File: src/rtl/lcd_timing_gen.sv
// Parallel-RGB LCD timing generator with a prefetching pixel request interface.
// Define LCD_TEST_PATTERN_EN to add test_en, which swaps pixel_in for 8 vertical colour bars.

module lcd_timing_gen #(
  parameter int unsigned H_SYNC   = 11,
  parameter int unsigned H_BP     = 35,
  parameter int unsigned H_ACTIVE = 800,
  parameter int unsigned H_FP     = 210,
  parameter int unsigned V_SYNC   = 10,
  parameter int unsigned V_BP     = 13,
  parameter int unsigned V_ACTIVE = 480,
  parameter int unsigned V_FP     = 23,
  parameter int unsigned PREFETCH = 1,
  parameter bit          HS_POL   = 1'b0,
  parameter bit          VS_POL   = 1'b0
) (
  input  logic                        Dclk,
  input  logic                        reset,
`ifdef LCD_TEST_PATTERN_EN
  input  logic                        test_en,
`endif
  input  logic [23:0]                 pixel_in,
  output logic                        req,
  output logic [$clog2(H_ACTIVE)-1:0] x,
  output logic [$clog2(V_ACTIVE)-1:0] y,
  output logic [7:0]                  lcd_r,
  output logic [7:0]                  lcd_g,
  output logic [7:0]                  lcd_b,
  output logic                        lcd_de,
  output logic                        lcd_hs,
  output logic                        lcd_vs,
  output logic                        lcd_dclk,
  output logic                        frame_start,
  output logic                        line_start
);

  localparam int unsigned HTotal = H_SYNC + H_BP + H_ACTIVE + H_FP;
  localparam int unsigned VTotal = V_SYNC + V_BP + V_ACTIVE + V_FP;
  localparam int unsigned HW     = $clog2(HTotal + 1);
  localparam int unsigned VW     = $clog2(VTotal + 1);
  localparam int unsigned XW     = $clog2(H_ACTIVE);
  localparam int unsigned YW     = $clog2(V_ACTIVE);
  // Requests lead the first active column by the source latency plus the output register.
  localparam int unsigned Req0   = H_SYNC + H_BP - PREFETCH - 1;

  localparam logic [HW-1:0] HMax       = HW'(HTotal - 1);
  localparam logic [HW-1:0] ReqStart   = HW'(Req0);
  localparam logic [HW-1:0] ReqEnd     = HW'(Req0 + H_ACTIVE);
  localparam logic [HW-1:0] HSyncEnd   = HW'(H_SYNC);
  localparam logic [VW-1:0] VMax       = VW'(VTotal - 1);
  localparam logic [VW-1:0] VActStart  = VW'(V_SYNC + V_BP);
  localparam logic [VW-1:0] VActEnd    = VW'(V_SYNC + V_BP + V_ACTIVE);
  localparam logic [VW-1:0] VSyncEnd   = VW'(V_SYNC);

  logic [HW-1:0]       h_cnt_q, h_cnt_d;
  logic [VW-1:0]       v_cnt_q, v_cnt_d;
  logic                req_q, req_d;
  logic [XW-1:0]       x_q, x_d;
  logic [YW-1:0]       y_q, y_d;
  logic [PREFETCH-1:0] vld_q;
  logic                de_q;
  logic [23:0]         rgb_q, rgb_d;
  logic                hs_q, hs_d;
  logic                vs_q, vs_d;
  logic                line_act_d;

`ifdef LCD_TEST_PATTERN_EN
  logic [XW-1:0] x_pipe_q [PREFETCH];
  logic [2:0]    bar;

  // Column index travels alongside the valid pipe so the bar matches the pixel slot.
  always_ff @(posedge Dclk) begin
    if (reset) begin
      for (int k = 0; k < PREFETCH; k++) x_pipe_q[k] <= '0;
    end else begin
      x_pipe_q[0] <= x_q;
      for (int k = 1; k < PREFETCH; k++) x_pipe_q[k] <= x_pipe_q[k-1];
    end
  end

  always_comb bar = 3'((32'(x_pipe_q[PREFETCH-1]) * 32'd8) / H_ACTIVE);
`endif

  always_comb begin
    h_cnt_d = h_cnt_q + HW'(1);
    v_cnt_d = v_cnt_q;
    if (h_cnt_q == HMax) begin
      h_cnt_d = '0;
      v_cnt_d = (v_cnt_q == VMax) ? '0 : v_cnt_q + VW'(1);
    end

    line_act_d = (v_cnt_d >= VActStart) && (v_cnt_d < VActEnd);
    req_d      = line_act_d && (h_cnt_d >= ReqStart) && (h_cnt_d < ReqEnd);
    x_d        = req_d ? XW'(h_cnt_d - ReqStart) : x_q;
    y_d        = req_d ? YW'(v_cnt_d - VActStart) : y_q;

    hs_d = (h_cnt_d < HSyncEnd) ? HS_POL : ~HS_POL;
    vs_d = (v_cnt_d < VSyncEnd) ? VS_POL : ~VS_POL;

    rgb_d = '0;
    if (vld_q[PREFETCH-1]) begin
`ifdef LCD_TEST_PATTERN_EN
      if (test_en) rgb_d = {{8{bar[2]}}, {8{bar[1]}}, {8{bar[0]}}};
      else         rgb_d = pixel_in;
`else
      rgb_d = pixel_in;
`endif
    end
  end

  always_ff @(posedge Dclk) begin
    if (reset) begin
      h_cnt_q <= '0;
      v_cnt_q <= '0;
      req_q   <= 1'b0;
      x_q     <= '0;
      y_q     <= '0;
      vld_q   <= '0;
      de_q    <= 1'b0;
      rgb_q   <= '0;
      hs_q    <= ~HS_POL;
      vs_q    <= ~VS_POL;
    end else begin
      h_cnt_q  <= h_cnt_d;
      v_cnt_q  <= v_cnt_d;
      req_q    <= req_d;
      x_q      <= x_d;
      y_q      <= y_d;
      vld_q[0] <= req_q;
      for (int k = 1; k < PREFETCH; k++) vld_q[k] <= vld_q[k-1];
      de_q     <= vld_q[PREFETCH-1];
      rgb_q    <= rgb_d;
      hs_q     <= hs_d;
      vs_q     <= vs_d;
    end
  end

  assign req         = req_q;
  assign x           = x_q;
  assign y           = y_q;
  assign lcd_r       = rgb_q[23:16];
  assign lcd_g       = rgb_q[15:8];
  assign lcd_b       = rgb_q[7:0];
  assign lcd_de      = de_q;
  assign lcd_hs      = hs_q;
  assign lcd_vs      = vs_q;
  assign lcd_dclk    = Dclk;
  // Gated so the zeroed counters held in reset do not look like a frame boundary.
  assign frame_start = ~reset & (h_cnt_q == '0) & (v_cnt_q == '0);
  assign line_start  = ~reset & (h_cnt_q == '0);

endmodule

File: config.mk
export PLATFORM = sky130hd
export DESIGN_NAME = lcd_timing_gen
export DESIGN_NICKNAME = d
export VERILOG_FILES = /design/src/rtl/lcd_timing_gen.sv
export SDC_FILE = /design/constraint.sdc
export NUM_CORES = 1
export LEC_CHECK = 0
export ABC_CLOCK_PERIOD_IN_PS = 3700
export CAP_MARGIN = 20
export CORE_ASPECT_RATIO = 1.5
export CORE_MARGIN = 8
export CORE_UTILIZATION = 50
export CTS_CLUSTER_SIZE = 25
export DETAILED_ROUTE_END_ITERATION = 10
export PLACE_DENSITY = 0.87
export SLEW_MARGIN = 20
export SYNTH_ARGS = -nofsm -noshare
export SYNTH_HDL_FRONTEND = slang
export SYNTH_SLANG_ARGS = --single-unit
File: constraint.sdc
create_clock -name Dclk -period 3.7 [get_ports Dclk]
set_clock_uncertainty 0.1 [all_clocks]
set_input_delay 0.925 -clock Dclk [delete_from_list [all_inputs] [get_ports Dclk]]
set_output_delay 0.925 -clock Dclk [all_outputs]
set_load 0.02 [all_outputs]
### Word-level counts from Yosys, hierarchy flattened

Cells that the tools add are included.

| storage, ports and cells | value |
|---|---|
| register bits after elaboration | 69 |
| bits in latches | 0 |
| RAM bits | 0 |
| ROM bits | 0 |
| input bits | 26 |
| output and inout port bits | 50 |
| logic and storage cells | 37 |
| memories | 0 |

| cells by class | value |
|---|---|
| $add $sub $neg | 4 |
| multiply operators | 0 |
| div/mod/pow operators | 0 |
| $lt $le $gt $ge | 6 |
| eq/ne operators | 2 |
| shift-type cells | 0 |
| multiplexer cells | 5 |
| bitwise logic cells | 4 |
| reduce and logical (&&, ||, !) cells | 6 |

Operators by type and width:

| kind | number |
|---|---|
| $mux W10 | 2 |
| $add A11 B1 Y11 const B | 1 |
| $eq A11 B11 Y1 const B | 1 |
| $ge A11 B6 Y1 const B | 1 |
| $logic_not A11 Y1 | 1 |
| $lt A11 B10 Y1 const B | 1 |
| $lt A11 B4 Y1 const B | 1 |
| $mux W11 | 1 |
| $add A10 B1 Y10 const B | 1 |
| $eq A10 B10 Y1 const B | 1 |
| $ge A10 B5 Y1 const B | 1 |
| $logic_not A10 Y1 | 1 |
| $lt A10 B4 Y1 const B | 1 |
| $lt A10 B9 Y1 const B | 1 |
| $sub A10 B6 Y10 const B | 1 |
| $sub A9 B5 Y9 const B | 1 |
| $logic_and A1 B1 Y1 | 3 |
| $and A1 B1 Y1 | 2 |
| $mux W1 | 2 |
| $not A1 Y1 | 2 |
| $reduce_or A2 Y1 | 1 |

### Logic depth before layout (Yosys ltp)

| logic depth | value |
|---|---|
| word-level depth | 7 |
| depth in mapped cells | 14 |
| mapped depth without buffers | 12 |

==> run metrics <==
final wirelength=9530 um; initial core utilization=50.7%; core area=0.00635 mm2; Reg2Reg Depth=11; worst r2r src=h_cnt_q[6]$_SDFF_PP0_; Ant. Diodes=0; maxcap violations=0; worst-path cell chain=clkbuf_8 > clkbuf_8 > clkdlybuf4s50_1; CTS tree=yes; worst-skew pair later-pin latency=450 ps; Die Y=114 um; synthesized flop and latch total=69; DRC=0; row cnt=36; largest net degree at the start of global routing=37; share of layout cells above drive strength 1=13.3%; gpl congestion=0.956; Crit path max-delay family=buffers and inverters; Startpoint Class=clock port; commonest cells after routing, fill and taps aside=74 x clkdlybuf4s50_1, 69 x dfxtp_1, 30 x and2_1; status=complete, no violations; reg-to-reg endpoint=x[8]$_SDFFE_PP0P_; number of synthesized flops with an enable pin=0; register area share after synthesis=42.9%; I/O pin cnt=76; worst reg2reg setup slack=270 ps; Hold EP=vld_q$_SDFF_PP0_; PwrDens=355 mW/mm2; slowest CP cell=clkdlybuf4s50_1; Leakage=1.65 nW; Worst path max stage delay=530 ps; die area=0.00932 mm2; syn nets=382; library cells used by synthesis=60; Worst-path clk slew=70 ps; Vias=3040; HPWL Detailed=7080 um; fin cells=513; vias in the first global route=3033; Worst Tran Pin Value=798 ps; die width=81.5 um; Tightest Hold Check Type=reg2reg; Critical Path AT=2600 ps; Hold Violations, Final=0; routed len/inst=18.6 um; RSZ-0062 raised after global routing=no; crit path kind=clk2out; DRT Pass-1 Iters=4; grt ovf=0; Final Instance Area=0.00433 mm2; syn_area_per_cell=9.26 um2; global-route usage over all layers=21.1%; vias per cell=5.93; Fillers=485; initial antenna violation count=0; Critical Path Sink Type=output pin; Slew Limit Fails=0; Worst Path Buf+Inv=3; Worst VDD drop=0.000187 V; Main synth FF type=dfxtp_1; global-route wire length before repair=14900 um; DR iter-0 viols=282; Synth Instances=348; Post-Syn Area=0.00322 mm2; ys async rst share=0%; Slew Limit Headroom=46.2%; placed cells=494; Final ANT Viol Nets=0; Post-CTS Repair Setup Buffers=0; Sum Neg Setup Slack=0 ps; total power=1.54 mW; Area Growth Syn to Fin=34.5%; Yosys warning total=0; min-delay src=req$_SDFF_PP0_; Setup violations, final=0; Area after DPL=0.00408 mm2; Final #Nets=466; leading cell type in the layout, fill and taps excluded=clkdlybuf4s50_1; worst-path maximum fanout=2; buffers added on ports=75; critical path's most frequent cell=clkbuf_8; Levels on crit path=3; Worst Path Required=2670 ps; hold depth=1
[Yosys cell counts (all sizes together), types with 2 or more instances]
cell type | number | share of area [%]
buf | 8 | 2.1
or2 | 3 | 0.58
a21boi | 2 | 0.47
xor2 | 9 | 2.4
a21oi | 15 | 2.7
o31a | 2 | 0.54
nor2b | 4 | 0.78
a21o | 2 | 0.47
a41oi | 2 | 0.54
a31o | 2 | 0.54
nor2 | 24 | 2.8
nor3 | 5 | 0.78
o31ai | 8 | 1.9
o21ai | 14 | 2.2
inv | 10 | 1.2
nand3 | 16 | 2.5
o211ai | 7 | 1.6
dfxtp | 69 | 43
xnor2 | 13 | 3.5
nand2 | 13 | 1.6
nor4 | 11 | 3.3
nand4 | 12 | 2.7
ha | 8 | 3.1
or4 | 3 | 0.82
and3 | 7 | 1.4
and4 | 8 | 2.2
or3 | 4 | 0.78
and2 | 30 | 5.8
a211oi | 5 | 1.2
mux2i | 2 | 0.74
clkbuf | 14 | 1.6
[how the worst max path moves through the flow]
| stage | start | to | slack (ps) |
|---|---|---|---|
| detailed placement | reset | frame_start | 170 |
| global route | h_cnt_q[6]$_SDFF_PP0_ | line_start | 40 |
| global placement | reset | frame_start | 160 |
| floorplan | h_cnt_q[0]$_SDFF_PP0_ | y[3]$_SDFFE_PP0P_ | 350 |
| finish | Dclk | lcd_dclk | 70 |
| CTS | Dclk | lcd_dclk | 60 |
[logic make-up (layout without fill, tap and decap cells)]
family          count (synthesis)  in the layout  synth area share, %
simple gates                  142            142                 26.6
compound gates                 72             72                 15.5
flops                          69             69                 42.9
buf+inv                        32            121                 4.89
xor+xnor                       22             22                 5.98
fa+ha+maj                       8              8                 3.11
mux                             3              3                 1.09
[power breakdown]
part	switching (mW)	internal, mW
logic	0.0315	0.0384
clock network	0.302	0.415
registers	0.00441	0.746
total	0.338	1.20
[sequential cells by signal, summed over array words and instances, names as in the netlist]
signal and flops:
rgb_q 24, h_cnt_q 11, v_cnt_q 10, x 10
y 9, lcd_de 1, lcd_hs 1, lcd_vs 1
req 1, vld_q 1
[area by class of cell]
| cell class | instances | area [um2] | share of cell area (%) |
|---|---|---|---|
| timing repair buffer | 91 | 867 | 20.0 |
| clock buffer | 16 | 196 | 4.53 |
| inverter | 10 | 37.5 | 0.866 |
| sequential | 69 | 1380 | 31.9 |
| multi-input combinational | 247 | 1710 | 39.4 |
| clock inverter | 4 | 47.5 | 1.10 |
| tap | 76 | 95.1 | 2.19 |
[through the flow]
step	hold slack, ps	util, %	worst slack, ps
after floorplan	433	-	354
after global placement	350	64.2	160
after detailed placement	366	64.2	167
after CTS	369	67.8	55.1
after global routing	380	68.2	44.5
final	365	68.2	70.4
[layer usage]
| layer | global-route usage [%] | routed length, um |
|---|---|---|
| met5 | 0 | 0 |
| met1 | 20.1 | 3300 |
| met3 | 6.68 | 863 |
| met2 | 37.6 | 5000 |
| met4 | 12.9 | 366 |
[repair_timing]
item,4_1_cts,5_1_grt
gates resized for setup,1,5
hold buffers,0,0
setup endpoints to repair,1,15
No activity file was read; power rests on OpenSTA's default activity.
